`src/rtl/util_gpsdo_dac_spi.sv`:
```
// SPI master that writes 24-bit frames to the AD5683 VCXO-trim DAC of the GPSDO.
// Optionally sends one control-register frame after reset, then streams loop-filter codes.
module util_gpsdo_dac_spi #(
    parameter int          CLK_DIV   = 4,
    parameter int          SYNC_IDLE = 4,
    parameter logic [3:0]  CMD_WRITE = 4'b0011,
    parameter bit          INIT_EN   = 1'b1,
    parameter logic [15:0] INIT_WORD = 16'h0000
) (
    input  logic        clk,
    input  logic        resetn,
    input  logic [15:0] dac_data,
    input  logic        dac_valid,
    output logic        dac_ready,
    output logic        frame_done,
    output logic        busy,
    output logic        sclk,
    output logic        mosi,
    output logic        sync_n
);

    localparam int HALF_W = $clog2(CLK_DIV) + 1;
    localparam int GAP_W  = $clog2(SYNC_IDLE) + 1;

    localparam logic [HALF_W-1:0] HALF_LAST = HALF_W'(CLK_DIV - 1);
    localparam logic [GAP_W-1:0]  GAP_LAST  = GAP_W'(SYNC_IDLE - 1);
    localparam logic [4:0]        BIT_LAST  = 5'd23;
    localparam logic [3:0]        CMD_CTRL  = 4'b0100;

    typedef enum logic [1:0] {
        ST_INIT,
        ST_IDLE,
        ST_SHIFT,
        ST_GAP
    } state_t;

    localparam state_t RESET_STATE = INIT_EN ? ST_INIT : ST_IDLE;

    state_t             state_q, state_d;
    logic [22:0]        shift_q, shift_d;
    logic [HALF_W-1:0]  half_q, half_d;
    logic [4:0]         bit_q, bit_d;
    logic [GAP_W-1:0]   gap_q, gap_d;
    logic               sclk_q, sclk_d;
    logic               mosi_q, mosi_d;
    logic               sync_n_q, sync_n_d;
    logic               done_q, done_d;
    logic               ready_q, ready_d;
    logic               load;
    logic [23:0]        frame;

    always_comb begin
        // NOTE: every variable written here gets a default first, so no path infers a latch.
        state_d  = state_q;
        shift_d  = shift_q;
        half_d   = half_q;
        bit_d    = bit_q;
        gap_d    = gap_q;
        sclk_d   = sclk_q;
        mosi_d   = mosi_q;
        sync_n_d = sync_n_q;
        done_d   = 1'b0;
        load     = 1'b0;
        frame    = '0;

        case (state_q)
            ST_INIT: begin
                load  = 1'b1;
                frame = {CMD_CTRL, INIT_WORD, 4'b0000};
            end
            ST_IDLE: begin
                if (dac_valid && ready_q) begin
                    load  = 1'b1;
                    frame = {CMD_WRITE, dac_data, 4'b0000};
                end
            end
            ST_SHIFT: begin
                if (half_q == HALF_LAST) begin
                    half_d = '0;
                    if (sclk_q) begin
                        sclk_d = 1'b0;
                    end else if (bit_q == BIT_LAST) begin
                        // End of the 24th low phase: release the bus and flag completion together.
                        sclk_d   = 1'b1;
                        sync_n_d = 1'b1;
                        mosi_d   = 1'b0;
                        done_d   = 1'b1;
                        gap_d    = '0;
                        state_d  = ST_GAP;
                    end else begin
                        sclk_d  = 1'b1;
                        mosi_d  = shift_q[22];
                        shift_d = {shift_q[21:0], 1'b0};
                        bit_d   = bit_q + 5'd1;
                    end
                end else begin
                    half_d = half_q + HALF_W'(1);
                end
            end
            ST_GAP: begin
                if (gap_q == GAP_LAST) begin
                    state_d = ST_IDLE;
                end else begin
                    gap_d = gap_q + GAP_W'(1);
                end
            end
            default: state_d = RESET_STATE;
        endcase

        // The MSB goes out on the first frame cycle; the register keeps the remaining 23 bits.
        if (load) begin
            state_d  = ST_SHIFT;
            shift_d  = frame[22:0];
            mosi_d   = frame[23];
            sclk_d   = 1'b1;
            sync_n_d = 1'b0;
            half_d   = '0;
            bit_d    = '0;
        end

        ready_d = (state_d == ST_IDLE);
    end

    // NOTE: sequential state uses non-blocking assignments so every flop samples pre-edge values.
    always_ff @(posedge clk or negedge resetn) begin
        if (!resetn) begin
            state_q  <= RESET_STATE;
            shift_q  <= '0;
            half_q   <= '0;
            bit_q    <= '0;
            gap_q    <= '0;
            sclk_q   <= 1'b1;
            mosi_q   <= 1'b0;
            sync_n_q <= 1'b1;
            done_q   <= 1'b0;
            ready_q  <= 1'b0;
        end else begin
            state_q  <= state_d;
            shift_q  <= shift_d;
            half_q   <= half_d;
            bit_q    <= bit_d;
            gap_q    <= gap_d;
            sclk_q   <= sclk_d;
            mosi_q   <= mosi_d;
            sync_n_q <= sync_n_d;
            done_q   <= done_d;
            ready_q  <= ready_d;
        end
    end

    assign dac_ready  = ready_q;
    assign frame_done = done_q;
    assign busy       = (state_q != ST_IDLE);
    assign sclk       = sclk_q;
    assign mosi       = mosi_q;
    assign sync_n     = sync_n_q;

endmodule

```
`config.mk`:
```
export PLATFORM = sky130hd
export DESIGN_NAME = util_gpsdo_dac_spi
export DESIGN_NICKNAME = d
export VERILOG_FILES = /design/src/rtl/util_gpsdo_dac_spi.sv
export SDC_FILE = /design/constraint.sdc
export NUM_CORES = 1
export LEC_CHECK = 0
export BUFFER_PORTS_ARGS = -buffer_cell sky130_fd_sc_hd__buf_2
export CAP_MARGIN = 15
export CORE_MARGIN = 3
export CORE_UTILIZATION = 25
export DETAILED_ROUTE_END_ITERATION = 10
export PLACE_DENSITY = 0.4
export SLEW_MARGIN = 20
export SYNTH_ARGS = -nofsm -noshare
export SYNTH_HDL_FRONTEND = slang
export SYNTH_SLANG_ARGS = --single-unit
```
`constraint.sdc`:
```
create_clock -name clk -period 2.1 [get_ports clk]
set_input_delay 0.525 -clock clk [delete_from_list [all_inputs] [get_ports clk]]
set_output_delay 0.525 -clock clk [all_outputs]
set_load 0.02 [all_outputs]
```
==> impl_results.md, run 1 <==
- Die span in x: 92.1 um
- Final nets: 235
- Setup Skew: just under 9 ps
- Area delta synth->final: 17.8%
- Total power per unit cell area: 581 mW/mm2
- Clk_lat worst skew: 290 ps
- Antenna Nets Post-Route: 0
- Worst-path clk slew: 70 ps
- Post-cts hold buffer count: 0
- Crit-path slowest cell: or3b_1
- Number of gates resized after CTS: 0
- Syn Nets: 211
- GR Overflow Total: 0
- # port buffers: 24
- Unique cell type count in the Yosys netlist: 37
- Mapped Area: 0.00185 mm2
- Final Power: approximately 1.3 mW
- Nature of the critical path startpoint: flop
- Die area: roughly 0.0085 mm2
- CP Capture Type: flop
- Placed Area: about 0.0021 mm2
- Status: complete, no violations
- Post-route cell area: 0.00218 mm2
- Vias in the first global route: 1504
- Yosys warns: 0
- DR WL/cell: 14.3 um
- Initial antenna violation count: 0
- Crit path cell chain: ha_1, or3b_1, or3_1, a32o_1
- Num CTS Buffers: 5
- Share of layout cells above drive strength 1: 21.1%
- Starting Density: 26.5%
- Die height: 92.1 um
- Hold crit path type: in -> async
- H-tree Lvls: 2
- Core ar.: 0.00698 mm2
- Synth Area per Inst: 9.86 um2
- Crit Path Category: reg -> reg
- # fillers: 754
- Final Wtd Congestion: 0.723
- Ports: 25
- Vias per inst: between 4 and 5
- Placed Cells: approximately 300
- Max_cap viols: 0
- Critical Path Max Stage Delay: ~500 ps
- Residual DRC count: 0
- Largest fanout on the critical path: 8
- Fin crit period: 1930 ps
- Largest net degree at the start of global routing: 38
- Worst reg2reg path depth: 4
- Flop-to-flop setup slack: between 150 and 200 ps
- Sink Count: 37
- Mapped Cells: approximately 190
- M1 GR Usage: 16.4%
- Crit-path leading delay family: simple AND/OR/NAND/NOR gates
- Cell depth of the worst setup path: 4
- Register area: 928 um2
- Final Max Slew Viols: 0
- Area of the multi-input gates: a little over 800 um2
- Leak: 0.970 nW
- Post-synth top flop: dfrtp_1
- Rows: 30
- Drt first pass iters: 4
- Final setup TNS: 0 ps
- Seq/Total Area, Yosys: 50.1%
- Rel. slew slack: 55.7%
- Post-synth EDFFs: 0
- Final period utilization: 91.7%
- Overall routing resource usage: between 10% and 20%
- Total wire length: 4.42 mm
- Worst r2r src: half_q[0]$_DFFE_PN0P_
- Clock buffer depth: 2
- Crit. Startpoint: half_q[0]$_DFFE_PN0P_
- Max frequency: ~520 MHz
- Fin. Hold Viols: 0
- Root Buffer: clkbuf_8
- N_diodes: 0
- Buf/Inv on CP: 0
- Critical Path RT: between 2000 and 2500 ps
- Asr flop ratio synth: 100%
- Post-DP HPWL: approximately 3 mm
- Iteration-0 DRC Markers: 94
- Post-CTS Setup Bufs: 0
- Number of endpoints failing setup at the final stage: 0
- Setup crit end: shift_q[4]$_DFFE_PN0P_
- VDD IR-drop max: ~0.16 mV
- Critical register-to-register path endpoint: shift_q[4]$_DFFE_PN0P_
- Met3 usage: 2.21%
- Met2 Track Usage GR: 16.8%
- GRT busiest layer: met2
- RSZ-0062 raised after global routing: false
- Global-route wire length before repair: 7.68 mm
- Worst-Margin Slew: 662 ps
- Number of synthesized register bits: 37
- CTS tree: built
- DR vias: 1468
- Finished Layout Cells: 309
- Worst Path Arrival: 2100 ps
[cell usage after synthesis, types with 4 or more instances]
cell | count | area (um2)
a21oi_1 | 19 | 95.1
a22o_1 | 14 | 123
a22oi_1 | 14 | 105
buf_2 | 5 | 25.0
clkbuf_1 | 8 | 30.0
dfrtp_1 | 35 | 876
ha_1 | 4 | 50.1
inv_1 | 6 | 22.5
nand2_1 | 9 | 33.8
nand3_1 | 4 | 20.0
nor2_1 | 26 | 97.6
nor3_1 | 4 | 20.0
o21ai_0 | 7 | 35.0
[cells in the final DEF, fill, tap and decap left out, drive strengths merged, types with 2 or more instances in the layout]
cell type / count
a21oi: 19
a22o: 14
a22oi: 14
buf: 33
clkbuf: 8
dfrtp: 35
dfstp: 2
ha: 4
inv: 6
nand2: 9
nand2b: 2
nand3: 4
nor2: 26
nor3: 4
o21ai: 7
o221a: 2
o22ai: 2
o31ai: 2
or2: 2
xnor2: 3
[state kept, by name, indices dropped and copies added, names as in the netlist]
signal,cells
shift_q,19
bit_q,5
gap_q,3
half_q,3
state_q,2
dac_ready,1
frame_done,1
mosi,1
sclk,1
sync_n,1
[metal layers]
layer  routed length (um)  share of wire (%)
met3                  156                3.5
met5                    0                  0
met4                   82                1.9
met2                 1980                 45
met1                 2200                 50
[cell families (layout without fill, tap and decap cells)]
logic type / Yosys count / in the layout / share of synthesized area (%)
AOI/OAI and AO/OA: 65 / 65 / 25.2
and+or+nand+nor: 56 / 56 / 14.5
DFF: 37 / 37 / 50.1
buffers and inverters: 22 / 47 / 5.60
adders and majority gates: 4 / 4 / 2.70
xor gates and xnor gates: 3 / 3 / 1.42
muxes: 1 / 1 / 0.540
[stage by stage]
stage	utilization [%]	hold slack, ps	worst slack, ps
2_1_floorplan	-	229	224
4_1_cts	31.3	303	159
3_5_place_dp	30.0	490	171
5_1_grt	31.3	322	36.2
6_report	31.3	277	175
3_3_place_gp	30.0	488	177
[how the worst min path moves through the flow]
stage | from | end | slack [ps] | depth (start not counted)
2_1_floorplan | resetn | bit_q[0]$_DFFE_PN0P_ | 230 | 0
3_3_place_gp | half_q[0]$_DFFE_PN0P_ | half_q[0]$_DFFE_PN0P_ | 490 | 1
3_5_place_dp | half_q[0]$_DFFE_PN0P_ | half_q[0]$_DFFE_PN0P_ | 490 | 1
4_1_cts | resetn | shift_q[19]$_DFFE_PN0P_ | 300 | 2
5_1_grt | resetn | frame_done$_DFF_PN0_ | 320 | 2
6_report | resetn | frame_done$_DFF_PN0_ | 280 | 2
[where the power goes]
part	internal [mW]	switching (mW)
logic	0.0129	0.0204
registers	0.712	0
clock network	0.268	0.254
total	0.993	0.274
[worst reg2reg max path, cell delays in order (launching register included)]
cell and delay [ps]:
dfrtp_1 370, ha_1 170, or3b_1 500, or3_1 490, a32o_1 290
[area by class of cell]
| class | count | share of cell area, % |
|---|---|---|
| well taps | 96 | 5.50 |
| repair buffers | 33 | 9.17 |
| flip-flops and latches | 37 | 42.5 |
| clock buffers | 8 | 4.13 |
| multi-input cells | 129 | 37.6 |
| inverters | 6 | 1.03 |
(Power assumes the default switching activity.)
==> inputs of run 2 (changes only) <==
- CORE_UTILIZATION: 25 -> 35
- PLACE_DENSITY: 0.4 -> 0.52
==> run 2 against run 1 <==
Sequential share of layout area increased by 0.54 points. Wire length decreased by 5.2%. Combinational power grew 5%. Non-clock buffer count shrank 2. Total power rose by 1.9%. Core utilization rose by 13 points. Critical path depth is 1 higher. Via count rose by 2.2%. Largest power group unchanged.
==> impl_results.md, run 2 (synthesized netlist as in run 1, its figures left out) <==
- Crit Path Category: reg -> reg
- Rel. slew slack: 58.8%
- Total wire length: 4.19 mm
- Iteration-0 DRC Markers: 71
- Die span in x: 78.8 um
- Most common cell after layout, fill and taps aside: dfrtp_1
- Largest register by flop count: shift_q
- CP Capture Type: flop
- Crit path cell chain: ha_1, or3b_1, or3_1, o21ai_0, a21oi_1
- Antenna Nets Post-Route: 0
- Area delta synth->final: 16.3%
- # port buffers: 24
- Max frequency: 510 MHz
- Total power per unit cell area: 599 mW/mm2
- Root Buffer: clkbuf_8
- Residual DRC count: 0
- DR WL/cell: 15.1 um
- Largest net degree at the start of global routing: 33
- Post-DP HPWL: between 2 and 3 mm
- Worst Path Arrival: 2110 ps
- Rows: 25
- Hold crit path type: in -> async
- Sink Count: 37
- Vias per inst: 5.40
- # fillers: 497
- Number of endpoints failing setup at the final stage: 0
- Final Power: 1.29 mW
- Largest register FFs: 19
- Post-route cell area: 0.00215 mm2
- Biggest regs: shift_q: 19 flops, bit_q: 5 flops
- VDD IR-drop max: about 0.23 mV
- Vias in the first global route: 1453
- Leak: 0.972 nW
- Critical Path RT: 2250 ps
- Placed Area: slightly above 0.002 mm2
- Clk_lat worst skew: 280 ps
- Post-CTS Setup Bufs: 0
- DR vias: 1501
- Final nets: 233
- H-tree Lvls: 2
- Final setup TNS: 0 ps
- Initial antenna violation count: 0
- Critical Path Max Stage Delay: 500 ps
- Nature of the critical path startpoint: flop
- Starting Density: a little under two fifths
- Fin Hold WS: 177 ps
- Worst-Margin Slew: 616 ps
- Die area: 0.00620 mm2
- Final Wtd Congestion: 0.733
- Buf/Inv on CP: 0
- Worst-path clk slew: around 70 ps
- RSZ-0062 raised after global routing: false
- Die height: 78.8 um
- Most frequent cells in the layout: dfrtp_1, nor2_1, buf_2
- CTS tree: built
- Post-cts hold buffer count: 0
- Area of the multi-input gates: 821 um2
- Ports: 25
- Final Max Slew Viols: 0
- Num CTS Buffers: 5
- Core ar.: approximately 0.0049 mm2
- GR Overflow Total: 0
- Crit-path leading delay family: simple AND/OR/NAND/NOR gates
- Fin. Hold Viols: 0
- Clock buffer depth: 2
- N_diodes: 0
- Setup Skew: 4.98 ps
- Final period utilization: between 90 and 100%
- Crit-path slowest cell: or3b_1
- Drt first pass iters: 4
- Share of layout cells above drive strength 1: around a fifth
- Largest fanout on the critical path: 8
- Number of gates resized after CTS: 0
- Overall routing resource usage: 14.8%
- Status: complete, no violations
- Register area: slightly above 900 um2
- Max_cap viols: 0
- Fin crit period: 1960 ps
- Global-route wire length before repair: 7.20 mm
==> run 2: area by class of cell <==
type	instances	area share (%)
clock buffer	7	4.47
sequential	37	43.1
tap	67	3.89
multi-input combinational	129	38.1
timing repair buffer	31	9.18
inverter	6	1.05
clock inverter	1	0.232
==> run 2: path summary, 6_finish.rpt <==
kind	startpoint	to	slack (ps)	cells past startpoint
setup reg to reg	half_q[0]$_DFFE_PN0P_	shift_q[22]$_DFFE_PN0P_	140	5
setup / recovery	half_q[0]$_DFFE_PN0P_	shift_q[22]$_DFFE_PN0P_	140	5
min in group clk	dac_data[0]	shift_q[4]$_DFFE_PN0P_	480	2
hold reg to reg	gap_q[0]$_DFFE_PN0P_	gap_q[0]$_DFFE_PN0P_	520	1
hold / removal	resetn	mosi$_DFFE_PN0P_	180	1
max in group asynchronous	resetn	shift_q[21]$_DFFE_PN0P_	1470	2
==> run 2: metrics by stage <==
step                      std cells  worst slack [ps]  util [%]
after detailed placement        270               162      41.8
final                           278               138      43.9
after global placement          270               221      41.8
after CTS                       278               159      43.9
after global routing            278              60.9      43.9
after floorplan                 188               224         -
==> run 2: per-layer routing <==
layer | track usage, % | vias up | part of all wire (%)
met2 | 23.5 | 40 | 49
li1 | - | 725 | -
met4 | 4.20 | 0 | 0.60
met1 | 19.8 | 734 | 45
met3 | 4.08 | 2 | 5.3
met5 | 0 | - | 0
==> run 2: where the power goes <==
part | switching [mW] | total, mW | leakage [nW] | internal (mW)
combinational | 0.0196 | 0.0349 | 0.423 | 0.0153
sequential | 0 | 0.712 | 0.495 | 0.712
clock | 0.247 | 0.544 | 0.0542 | 0.297
total | 0.267 | 1.29 | 0.972 | 1.02
==> inputs of run 3 (changes only) <==
- CORE_MARGIN: 3 -> 2
- PLACE_DENSITY: 0.52 -> 0.64
==> run 3 against run 2 <==
Design area is 0.99% higher. First-iteration DRC count is 24% higher. Sequential share of layout area is 0.42 points lower. Core utilization is 1.3 points lower. Sequential cell count stayed put. Setup slack better by 33 ps. Critical endpoint is now shift_q[4]$_DFFE_PN0P_.
==> impl_results.md, run 3 (synthesized netlist as in run 1, its figures left out) <==
- Clock buffer depth: 2
- Critical Path RT: 2280 ps
- Total power per unit cell area: 633 mW/mm2
- Worst reg2reg path depth: 4
- Area delta synth->final: 17.4%
- Min setup slack post-route: 171 ps
- Worst-Margin Slew: between 600 and 700 ps
- DR vias: around 1500
- CTS tree: built
- Global-route wire length before repair: just under 7 mm
- Ports: 25
- Max_cap viols: 0
- Final Core Density: 42.6%
- Crit Path Category: reg -> reg
- Nature of the critical path startpoint: flop
- H-tree Lvls: 2
- Share of layout cells above drive strength 1: between 20 and 25%
- Final setup TNS: 0 ps
- Die span in x: 76.8 um
- Worst-path clk slew: approximately 70 ps
- VDD IR-drop max: 0.237 mV
- Final Wtd Congestion: 0.805
- Number of endpoints failing setup at the final stage: 0
- Most frequent cells in the layout: dfrtp_1, nor2_1, buf_2
- Leak: 0.983 nW
- Final nets: between 200 and 250
- Num CTS Buffers: 5
- Rel. slew slack: 59.4%
- # fillers: 525
- N_diodes: 0
- Hold crit path type: in -> async
- Core ar.: between 0.005 and 0.006 mm2
- Initial antenna violation count: 0
- Fin crit period: approximately 1900 ps
- Fin. Hold Viols: 0
- Worst Path Arrival: 2100 ps
- Largest register by flop count: shift_q
- Antenna Nets Post-Route: 0
- Post-route cell area: around 0.0022 mm2
- Final Max Slew Viols: 0
- CP Capture Type: flop
- Status: complete, no violations
- Rows: 26
- Number of gates resized after CTS: 0
- Vias per inst: 5.26
- Most common cell after layout, fill and taps aside: dfrtp_1
- Clk_lat worst skew: approximately 280 ps
- Starting Density: 36.3%
- Setup Skew: 2.71 ps
- Placed Area: a little over 0.002 mm2
- Total wire length: between 3 and 4 mm
- Max frequency: 518 MHz
- Drt first pass iters: 4
- RSZ-0062 raised after global routing: false
- Post-CTS Setup Bufs: 0
- Vias in the first global route: 1493
- Iteration-0 DRC Markers: 88
- Pre-CTS WS: 181 ps
- Biggest regs: shift_q: 19 flops, bit_q: 5 flops
- Die area: just under 0.006 mm2
- Overall routing resource usage: 14.3%
- DR WL/cell: roughly 14 um
- GR Overflow Total: 0
- Residual DRC count: 0
- Die height: 76.8 um
- Post-cts hold buffer count: 0
- Post-DP HPWL: ~2.7 mm
- # port buffers: 24
- Root Buffer: clkbuf_8
- Sink Count: 37
- Final period utilization: 91.9%
- Largest register FFs: 19
- Largest fanout on the critical path: 8
- Final Power: about 1.4 mW
- Largest net degree at the start of global routing: 38
-- run 3: cell count changes in the layout (fill, tap and decap cells not counted), sizes merged --
cell,before,now
clkinv,1,0
buf,31,33
bufinv,0,1
-- run 3: area by class of cell --
class / count / area (um2) / share of cell area (%)
clock inverter: 1 / 30.0 / 1.38
clock buffer: 7 / 86.3 / 3.97
inverter: 6 / 22.5 / 1.04
sequential: 37 / 928 / 42.7
multi-input combinational: 129 / 821 / 37.7
timing repair buffer: 33 / 200 / 9.20
tap: 70 / 87.6 / 4.03
-- run 3: path summary, 6_finish.rpt --
check	end	from	slack [ps]
max reg2reg	shift_q[4]$_DFFE_PN0P_	half_q[0]$_DFFE_PN0P_	170
max	shift_q[4]$_DFFE_PN0P_	half_q[0]$_DFFE_PN0P_	170
min in group clk	shift_q[4]$_DFFE_PN0P_	dac_data[0]	470
min	frame_done$_DFF_PN0_	resetn	280
min reg2reg	half_q[0]$_DFFE_PN0P_	half_q[0]$_DFFE_PN0P_	510
max in group asynchronous	sclk$_DFFE_PN1N_	resetn	1480
-- run 3: metal layers --
layer	GRT usage, %	wire (um)	part of all wire (%)
met3	3.18	212	5.4
met5	0	0	0
met1	18.4	1790	46
met4	5.45	51	1.3
met2	23.4	1870	48
-- run 3: where the power goes --
part           internal, mW  leakage (nW)  switching (mW)
sequential            0.712         0.495               0
clock                 0.387        0.0585           0.246
combinational        0.0129         0.429          0.0195
-- run 3: stage by stage --
stage / hold slack [ps] / cells
floorplan: 229 / 188
global placement: 478 / 275
detailed placement: 498 / 275
CTS: 294 / 283
global route: 324 / 283
finish: 275 / 283
-- run 3: worst max-delay path: stages, from the launching register on --
cell     delay, ps
dfrtp_1        370
ha_1           170
or3b_1         500
or3_1          490
a32o_1         290
